### config.mk
export PLATFORM = sky130hd
export DESIGN_NAME = mtimer
export DESIGN_NICKNAME = d
export VERILOG_FILES = /design/src/rtl/mtimer_pkg.sv /design/src/rtl/mtimer_prescaler.sv /design/src/rtl/mtimer.sv
export SDC_FILE = /design/constraint.sdc
export NUM_CORES = 1
export LEC_CHECK = 0
export CORE_MARGIN = 2
export CORE_UTILIZATION = 54
export DETAILED_ROUTE_END_ITERATION = 8
export GPL_ROUTABILITY_DRIVEN = 0
export PLACE_DENSITY = 0.79
export SKIP_CTS_REPAIR_TIMING = 1
export SYNTH_ARGS = -nofsm -noshare
export SYNTH_HDL_FRONTEND = slang
export SYNTH_SLANG_ARGS = --single-unit
### constraint.sdc
create_clock -name clock -period 6.92 [get_ports clock]
set_input_delay 1.384 -clock clock [delete_from_list [all_inputs] [get_ports clock]]
set_output_delay 1.384 -clock clock [all_outputs]
set_load 0.01 [all_outputs]
### src/rtl/mtimer_pkg.sv
// Shared constants for the machine timer block and the CSR unit it feeds:
// register offsets, bus FSM encoding, reset constants and the offset decoder.
package mtimer_pkg;

   localparam logic [31:0] OFF_MTIME_LO    = 32'h0000_0000;
   localparam logic [31:0] OFF_MTIME_HI    = 32'h0000_0004;
   localparam logic [31:0] OFF_MTIMECMP_LO = 32'h0000_0008;
   localparam logic [31:0] OFF_MTIMECMP_HI = 32'h0000_000C;
   localparam logic [31:0] OFF_MSIP        = 32'h0000_0010;
   localparam logic [31:0] OFF_PRESCALE    = 32'h0000_0014;
   localparam logic [31:0] OFF_MTIME_SNAP  = 32'h0000_0018;

   localparam logic [63:0] MTIMECMP_RST = 64'hFFFF_FFFF_FFFF_FFFF;

   localparam logic [0:0] ST_IDLE = 1'b0;
   localparam logic [0:0] ST_RESP = 1'b1;

   // CSR addresses and mip bit positions the interrupt outputs land on
   localparam logic [11:0] CSR_MSTATUS = 12'h300;
   localparam logic [11:0] CSR_MIE     = 12'h304;
   localparam logic [11:0] CSR_MTVEC   = 12'h305;
   localparam logic [11:0] CSR_MIP     = 12'h344;
   localparam int          MIP_MSIP_BIT = 3;
   localparam int          MIP_MTIP_BIT = 7;

   typedef enum logic [2:0] {
      SEL_MTIME_LO,
      SEL_MTIME_HI,
      SEL_CMP_LO,
      SEL_CMP_HI,
      SEL_MSIP,
      SEL_PRESCALE,
      SEL_SNAP,
      SEL_NONE
   } reg_sel_e;

   function automatic reg_sel_e decode_offset(input logic [31:0] off);
      case (off)
         OFF_MTIME_LO:    return SEL_MTIME_LO;
         OFF_MTIME_HI:    return SEL_MTIME_HI;
         OFF_MTIMECMP_LO: return SEL_CMP_LO;
         OFF_MTIMECMP_HI: return SEL_CMP_HI;
         OFF_MSIP:        return SEL_MSIP;
         OFF_PRESCALE:    return SEL_PRESCALE;
         OFF_MTIME_SNAP:  return SEL_SNAP;
         default:         return SEL_NONE;
      endcase
   endfunction

endpackage

### src/rtl/mtimer_prescaler.sv
// Clock divider for mtime: tick is high on the cycle pre_cnt equals PRESCALE,
// after which the count restarts at zero. A clear strobe restarts it early.
module mtimer_prescaler (
   input  logic        clk_i,
   input  logic        rst_ni,
   input  logic [15:0] prescale_i,
   input  logic        clr_i,
   output logic        tick_o
);

   logic [15:0] pre_cnt_q;
   logic [15:0] pre_cnt_d;

   assign tick_o = (pre_cnt_q == prescale_i);

   always_comb begin
      pre_cnt_d = pre_cnt_q + 16'd1;
      if (clr_i || tick_o) begin
         pre_cnt_d = '0;
      end
   end

   always_ff @(posedge clk_i or negedge rst_ni) begin
      if (!rst_ni) begin
         pre_cnt_q <= '0;
      end else begin
         pre_cnt_q <= pre_cnt_d;
      end
   end

endmodule

### src/rtl/mtimer.sv
// Memory-mapped machine timer: 64-bit mtime/mtimecmp, MSIP and a prescaled
// time base behind a two-state request/response bus slave.
module mtimer
   import mtimer_pkg::*;
#(
   parameter int          ADDR_W       = 5,
   parameter logic [15:0] PRESCALE_RST = 16'h0000
) (
   input  logic              clock,
   input  logic              rst_n,
   input  logic              bus_valid,
   input  logic              bus_write,
   input  logic [ADDR_W-1:0] bus_addr,
   input  logic [31:0]       bus_wdata,
   output logic              bus_ready,
   output logic [31:0]       bus_rdata,
   output logic              bus_err,
   output logic              tmr_intr_out,
   output logic              sw_intr_out
);

   logic [0:0]  state_q, state_d;
   logic [63:0] mtime_q, mtime_d;
   logic [63:0] mtimecmp_q, mtimecmp_d;
   logic        msip_q, msip_d;
   logic [15:0] prescale_q, prescale_d;
   logic [31:0] snap_q, snap_d;
   logic [31:0] rdata_q, rdata_d;
   logic        err_q, err_d;
   logic        tmr_q;

   logic [31:0] byte_off;
   reg_sel_e    sel;
   logic        accept;
   logic        bad;
   logic        wr_en;
   logic        rd_en;
   logic        tick;
   logic        pre_clr;
   logic [31:0] rd_mux;

   // Low two address bits are masked rather than sliced off
   assign byte_off = 32'(bus_addr) & ~32'h3;
   assign sel      = decode_offset(byte_off);
   assign accept   = (state_q == ST_IDLE) && bus_valid;
   assign bad      = (sel == SEL_NONE) || (bus_write && (sel == SEL_SNAP));
   assign wr_en    = accept && bus_write && !bad;
   assign rd_en    = accept && !bus_write;
   assign pre_clr  = wr_en && (sel == SEL_PRESCALE);

   mtimer_prescaler u_prescaler (
      .clk_i      (clock),
      .rst_ni     (rst_n),
      .prescale_i (prescale_q),
      .clr_i      (pre_clr),
      .tick_o     (tick)
   );

   always_comb begin
      state_d = ST_IDLE;
      case (state_q)
         ST_IDLE: state_d = bus_valid ? ST_RESP : ST_IDLE;
         ST_RESP: state_d = ST_IDLE;
         default: state_d = ST_IDLE;
      endcase
   end

   always_comb begin
      rd_mux = '0;
      case (sel)
         SEL_MTIME_LO: rd_mux = mtime_q[31:0];
         SEL_MTIME_HI: rd_mux = mtime_q[63:32];
         SEL_CMP_LO:   rd_mux = mtimecmp_q[31:0];
         SEL_CMP_HI:   rd_mux = mtimecmp_q[63:32];
         SEL_MSIP:     rd_mux = {31'd0, msip_q};
         SEL_PRESCALE: rd_mux = {16'd0, prescale_q};
         SEL_SNAP:     rd_mux = snap_q;
         default:      rd_mux = '0;
      endcase
   end

   // A software write to either mtime half overrides that cycle's tick
   always_comb begin
      mtime_d = mtime_q;
      if (wr_en && (sel == SEL_MTIME_LO)) begin
         mtime_d[31:0] = bus_wdata;
      end else if (wr_en && (sel == SEL_MTIME_HI)) begin
         mtime_d[63:32] = bus_wdata;
      end else if (tick) begin
         mtime_d = mtime_q + 64'd1;
      end
   end

   always_comb begin
      mtimecmp_d = mtimecmp_q;
      msip_d     = msip_q;
      prescale_d = prescale_q;
      if (wr_en) begin
         case (sel)
            SEL_CMP_LO:   mtimecmp_d[31:0]  = bus_wdata;
            SEL_CMP_HI:   mtimecmp_d[63:32] = bus_wdata;
            SEL_MSIP:     msip_d            = bus_wdata[0];
            SEL_PRESCALE: prescale_d        = bus_wdata[15:0];
            default:      ;
         endcase
      end
   end

   always_comb begin
      snap_d  = snap_q;
      rdata_d = '0;
      err_d   = accept && bad;
      if (rd_en) begin
         rdata_d = rd_mux;
         if (sel == SEL_MTIME_LO) begin
            snap_d = mtime_q[63:32];
         end
      end
   end

   always_ff @(posedge clock or negedge rst_n) begin
      if (!rst_n) begin
         state_q    <= ST_IDLE;
         mtime_q    <= '0;
         mtimecmp_q <= MTIMECMP_RST;
         msip_q     <= 1'b0;
         prescale_q <= PRESCALE_RST;
         snap_q     <= '0;
         rdata_q    <= '0;
         err_q      <= 1'b0;
         tmr_q      <= 1'b0;
      end else begin
         state_q    <= state_d;
         mtime_q    <= mtime_d;
         mtimecmp_q <= mtimecmp_d;
         msip_q     <= msip_d;
         prescale_q <= prescale_d;
         snap_q     <= snap_d;
         rdata_q    <= rdata_d;
         err_q      <= err_d;
         tmr_q      <= (mtime_q >= mtimecmp_q);
      end
   end

   assign bus_ready    = (state_q == ST_RESP);
   assign bus_rdata    = bus_ready ? rdata_q : 32'd0;
   assign bus_err      = bus_ready && err_q;
   assign tmr_intr_out = tmr_q;
   assign sw_intr_out  = msip_q;

   a_ready_single : assert property (@(posedge clock) disable iff (!rst_n)
      bus_ready |=> !bus_ready);

endmodule

==> impl_metrics.yaml, run 1 <==
clock_network:
  clock_tree.root_cell: "clkbuf_16"
  path_clk_slew_ps: 60
  clock_insertion_delay_worst_skew_ps: 540
  cts_num_sinks: 228
  tritoncts: "built"
  h-tree-depth: 1
  cts-root-to-sink-buffers: 3
  numCtsBuffers: 25
hold_path:
  min_path_type: "reg2reg"
  worstHoldEndpoint: "snap_q[7]"
  min_from: "snap_q[7]"
  whs_path_depth: 2
routing:
  dr.first_iter.drc_count: 1588
  avgViaCountPerCell: 6.54
  vias: 12000
  detail_route.drc_violations: 0
  detailedRoute.firstPassIterationCount: 6
  final_antenna_net_count: 0
  finalWirelength_mm: 40.7
  routed_wire_length_per_instance_um: 22.2
power:
  peakVddDrop_mv: 0.245
  seq_power_share_pct: 44.5
  p_leak_uw: 0.00654
  power_frac_comb_pct: 25.3
  switching_share_pct: 34.2
  power.density_nw_per_um2: 306
  internal_power_uw: 3090
  total_power_uw: 4700
  switching_power_uw: 1610
  clock_power_share_pct: 30.3
sta:
  setup_tns_ps: 0
  rsz0062_at_grt: "no"
  post-route-worst-setup-slack_ps: 2680
  setup_viol_count_final: 0
  finClkSkew_ps: 14.6
  max_clock_freq_mhz: 236
  worst_slew_pin_slew_ps: 1440
  report.final.hold_viol_count: 0
  report.final.slew_viol_count: 0
  period_minus_slack_ps: 4240
  timing.final.crit_share_pct: 61.3
  maxSlewHeadroom_pct: 3.42
logic_synthesis:
  distinct_cell_type_count_of_the_synthesized_netlist: 73
  yosys_register_bits: 228
  synthesis.area_per_instance_sq_um: 9.32
  synth_enable_flop_cells: 0
  ys_dominant_reg_cell: "dfrtp_1"
  synthArstFlopShare_pct: 100
  post_synth_instance_area_sq_um: 13600
  synth.yosys.seq_area_share_pct: 42.7
  synthesis.nets: 1562
  postSynthCellCount: 1455
  warning_count_from_the_yosys_run: 0
worst_setup_path:
  path_class: "in2reg"
  end_kind: "register"
  r2r_start: "bus_ready"
  cp.required_ps: 7350
  worstSetupStartpointType: "input pin"
  arrival_ps: 4680
  r2r_cells: 8
  reg2reg_to: "mtime_q[21]"
  timing.reg2reg.setup_slack_ps: 3690
  crit_path_max_fanout: 33
floorplan:
  placement_rows: 57
  core_area_sq_um: 24500
  io-pin-count: 77
  dieHeight_um: 162
  floorplan.initialDensity_pct: 55.4
  dieWidth_um: 162
  die_outline_area_sq_um: 26400
placed_design:
  detailed_place_hpwl_mm: 28.4
  io_buffer_count: 74
  pre_cts_slack_ps: 2360
global_route:
  grt_max_degree: 124
  grt.total_usage_pct: 31.2
  grt_first_pass_wirelength_mm: 64.2
  grt_pass1_vias: 11400
  grt_antenna_before_repair: 0
  overflow: 0
outcome:
  outcome: "complete, no violations"
cells_and_area:
  design.final.nets: 1594
  antenna_cells_inserted: 0
  syn_to_final_growth_pct: 13.4
  layout-drive-gt1-share_pct: 14.3
run:
  timing.max_cap.violations: 0
-- worst max path at each step --
stage,startpoint,endpoint,slack (ps),depth (start not counted)
2_1_floorplan,bus_addr[2],mtime_q[38],3790,9
3_3_place_gp,bus_addr[4],snap_q[15],2440,5
3_5_place_dp,bus_addr[4],mtime_q[39],2360,8
4_1_cts,bus_addr[4],mtime_q[39],2860,8
5_1_grt,bus_addr[4],mtime_q[39],2620,8
6_report,bus_addr[4],mtime_q[39],2680,8
-- power groups by stage --
stage | Sequential (uW) | Combinational, uW | Clock (uW)
6_report | 2090 | 1190 | 1420
2_1_floorplan | 1940 | 848 | 0
3_5_place_dp | 2090 | 1150 | 0
3_3_place_gp | 2070 | 1100 | 0
4_1_cts | 2070 | 1170 | 1420
5_1_grt | 2130 | 1320 | 1490
-- kinds of logic after synthesis --
kind of cell    share of synthesized area [%]
compound gates                           14.8
xor+xnor                                 3.30
fa+ha+maj                                6.09
buf+inv                                  4.76
flops                                    42.7
mux                                      8.09
simple gates                             20.2
-- per-stage QoR --
stage / hold WS [ps] / cell area, sq um / instances / utilization (%)
3_3_place_gp: 463 / 14500 / 1784 / 59.2
4_1_cts: 485 / 15400 / 1830 / 62.8
5_1_grt: 509 / 15400 / 1830 / 62.8
3_5_place_dp: 474 / 14500 / 1784 / 59.2
6_report: 487 / 15400 / 1830 / 62.8
2_1_floorplan: 450 / 13600 / 1455 / -
-- area by class of cell --
type / count / area [sq um]
tap: 324 / 405
inverter: 75 / 282
multi-input combinational: 1063 / 7140
sequential: 228 / 5790
clock inverter: 9 / 124
clock buffer: 37 / 751
timing repair buffer: 94 / 881
fill: 1977 / 9100
-- cells in the mapped netlist (4+ instances only) --
master | instances | share of area [%]
a2111oi_0 | 4 | 0.26
a211oi_1 | 15 | 0.83
a21o_1 | 11 | 0.61
a21oi_1 | 47 | 1.7
a221oi_1 | 16 | 1.0
a22o_1 | 17 | 1.1
a22oi_1 | 19 | 1.1
a311oi_1 | 4 | 0.26
a31oi_1 | 7 | 0.32
and2_1 | 39 | 1.8
and3_1 | 17 | 0.78
and4_1 | 8 | 0.52
buf_1 | 7 | 0.19
buf_2 | 20 | 0.74
clkbuf_1 | 60 | 1.7
dfrtp_1 | 164 | 30
dfstp_2 | 64 | 12
ha_1 | 66 | 6.1
inv_1 | 75 | 2.1
mux2_2 | 54 | 4.5
mux2i_1 | 33 | 2.4
mux4_2 | 7 | 1.2
nand2_1 | 176 | 4.9
nand2b_1 | 6 | 0.28
nand3_1 | 47 | 1.7
nand4_1 | 38 | 1.8
nor2_1 | 100 | 2.8
nor2b_1 | 5 | 0.23
nor3_1 | 22 | 0.81
nor4_1 | 30 | 1.4
nor4_2 | 4 | 0.37
o211ai_1 | 6 | 0.33
o21ai_0 | 128 | 4.7
o21ai_1 | 15 | 0.55
o22ai_1 | 4 | 0.18
or3_1 | 12 | 0.55
or4_1 | 6 | 0.33
xnor2_1 | 24 | 1.6
xor2_1 | 27 | 1.7
-- state kept, by name, indices dropped and copies added, names as in the netlist --
signal / flops
bus_ready: 1
err_q: 1
mtime_q: 64
mtimecmp_q: 64
prescale_q: 16
rdata_q: 32
snap_q: 32
sw_intr_out: 1
tmr_intr_out: 1
u_prescaler.pre_cnt_q: 16
-- per-layer routing --
metal	track usage, %	routed length (um)	vias up
met3	8.15	5370	125
met1	44.8	16600	5779
li1	-	-	5302
met4	9.45	1160	0
met5	0	0	-
met2	46.8	17600	766
-- critical path: stages --
cell     delay (ps)
buf_2           150
buf_4           280
nor2_1         1130
nand2_1         680
nand2_1         600
nor2_1           90
a22o_1          210
a21o_1          150
-- layout by cell type (no fill, tap or decap), types with 15 or more instances in the layout --
cell             Yosys  final
ha_1                66     66
a22oi_1             19     19
nand4_1             38     38
nor4_1              30     30
clkbuf_16            0     25
a22o_1              17     17
dfrtp_1            164    164
xor2_1              27     27
and2_1              39     38
dfstp_2             64     64
nand3_1             47     47
mux2i_1             33     33
clkdlybuf4s50_1      0     70
nor2_1             100    100
buf_4                1     20
xnor2_1             24     24
inv_1               75     75
o21ai_0            128    128
nor3_1              22     21
o21ai_1             15     15
nand2_1            176    176
and3_1              17     17
a221oi_1            16     16
mux2_2              54     54
a211oi_1            15     15
a21oi_1             47     47
No activity file was read; power rests on OpenSTA's default activity.
==> inputs of run 2 (changes only) <==
==> constraint.sdc (replaced) <==
create_clock -name clock -period 4.3 [get_ports clock]
set_input_delay 0.86 -clock clock [delete_from_list [all_inputs] [get_ports clock]]
set_output_delay 0.86 -clock clock [all_outputs]
set_load 0.01 [all_outputs]
==> run 2 against run 1 <==
- sequential share of layout area fell by 0.079 points
- wire length increased by 1.4%
- register-to-register slack worse by 2500 ps
- largest power group unchanged
- highest routed layer is now met5
==> impl_metrics.yaml, run 2 (same netlist as run 1, synthesis figures left out) <==
routing:
  final_antenna_net_count: 0
  routed_wire_length_per_instance_um: 22.4
  vias: 12100
  avgViaCountPerCell: 6.60
  dr.first_iter.drc_count: 1585
  finalWirelength_mm: 41.3
  detailedRoute.firstPassIterationCount: 8
  detail_route.drc_violations: 0
sta:
  period_minus_slack_ps: 3130
  rsz0062_at_grt: "no"
  worst_slew_pin_slew_ps: 1120
  max_clock_freq_mhz: 320
  setup_viol_count_final: 0
  report.final.slew_viol_count: 0
  timing.final.crit_share_pct: 72.8
  setup_tns_ps: 0
  maxSlewHeadroom_pct: 25.5
  finClkSkew_ps: 11.3
  report.final.hold_viol_count: 0
clock_network:
  numCtsBuffers: 26
  cts_num_sinks: 228
  cts-root-to-sink-buffers: 3
  h-tree-depth: 1
  path_clk_slew_ps: 60
  tritoncts: "built"
  clock_tree.root_cell: "clkbuf_16"
  clock_insertion_delay_worst_skew_ps: 550
cells_and_area:
  antenna_cells_inserted: 0
  design.final.nets: 1604
  fillers: 1988
  multi_input_area_sq_um: 7140
  syn_to_final_growth_pct: 13.6
  sequential_cell_area_sq_um: 5790
  largestRegisters: "mtime_q x64, mtimecmp_q x64"
  layout_commonest_cell: "nand2_1"
  layout-drive-gt1-share_pct: 14.6
  layoutNonFillerInstCount: 1839
  most-common-layout-cells: "nand2_1 (176), dfrtp_1 (164), o21ai_0 (128)"
  finalCoreUtilization_pct: 62.9
floorplan:
  io-pin-count: 77
  floorplan.initialDensity_pct: 55.4
  dieHeight_um: 162
  dieWidth_um: 162
  die_outline_area_sq_um: 26400
  placement_rows: 57
  core_area_sq_um: 24500
outcome:
  outcome: "complete, no violations"
global_route:
  overflow: 0
  grt_first_pass_wirelength_mm: 65.0
  grt_antenna_before_repair: 1
  grt_pass1_vias: 11400
  grt.total_usage_pct: 31.6
  grt_max_degree: 103
worst_setup_path:
  worstSetupStartpointType: "register"
  arrival_ps: 3600
  path_class: "reg2reg"
  end_kind: "register"
  cp.required_ps: 4770
  crit_path_max_fanout: 13
power:
  power.density_nw_per_um2: 486
  total_power_uw: 7480
  peakVddDrop_mv: 0.288
  p_leak_uw: 0.00656
placed_design:
  detailed_place_hpwl_mm: 28.9
  io_buffer_count: 74
  place_inst: 1793
run:
  timing.max_cap.violations: 0
hold_path:
  min_path_type: "in2async"
==> run 2: changes by cell type in the layout (fill, tap and decap cells not counted), sizes merged <==
cell / previous run / this run
clkinv: 5 / 7
clkbuf: 37 / 35
clkinvlp: 0 / 1
bufinv: 3 / 2
buf: 24 / 33
==> run 2: final timing paths <==
| path | from | to | slack, ps | cells after the start |
|---|---|---|---|---|
| max | u_prescaler.pre_cnt_q[0] | mtime_q[51] | 1170 | 7 |
| min | rst_n | rdata_q[5] | 370 | 1 |
| max reg2reg | u_prescaler.pre_cnt_q[0] | mtime_q[51] | 1170 | 7 |
| min reg2reg | snap_q[22] | snap_q[22] | 510 | 1 |
| max in group asynchronous | rst_n | mtimecmp_q[18] | 2980 | 2 |
| min in group clock | snap_q[22] | snap_q[22] | 510 | 1 |
==> run 2: metal layers <==
| layer | track usage (%) | wire length, um | vias to the layer above |
|---|---|---|---|
| li1 | - | - | 5328 |
| met1 | 44.9 | 16700 | 5875 |
| met2 | 47.8 | 17900 | 791 |
| met3 | 8.40 | 5170 | 150 |
| met4 | 9.25 | 1450 | 2 |
| met5 | 0 | 13 | - |
==> run 2: report_power, final <==
part	internal, uW	switching, uW
registers	2740	627
clock network	1270	904
logic	863	1080
==> run 2: metrics by stage <==
| step | hold WS [ps] | area, sq um | setup slack (ps) |
|---|---|---|---|
| CTS | 403 | 15400 | 1150 |
| global placement | 465 | 14600 | 991 |
| global route | 432 | 15400 | 977 |
| detailed placement | 494 | 14600 | 966 |
| floorplan | 450 | 13600 | 1700 |
| finish | 374 | 15400 | 1170 |
==> run 2: cell type report <==
cell class | instances | share of cell area [%]
inverters | 75 | 1.83
multi-input cells | 1063 | 46.4
clock buffers | 35 | 4.57
clock inverters | 11 | 0.796
repair buffers | 103 | 6.24
well taps | 324 | 2.63
flip-flops and latches | 228 | 37.6
==> run 2: critical path, stage by stage (launching register included) <==
cell and delay, ps:
dfrtp_1 470, xor2_1 210, nor4_1 480, and4_1 570, buf_4 290, o21ai_1 360
or4_1 580, nand3_1 90
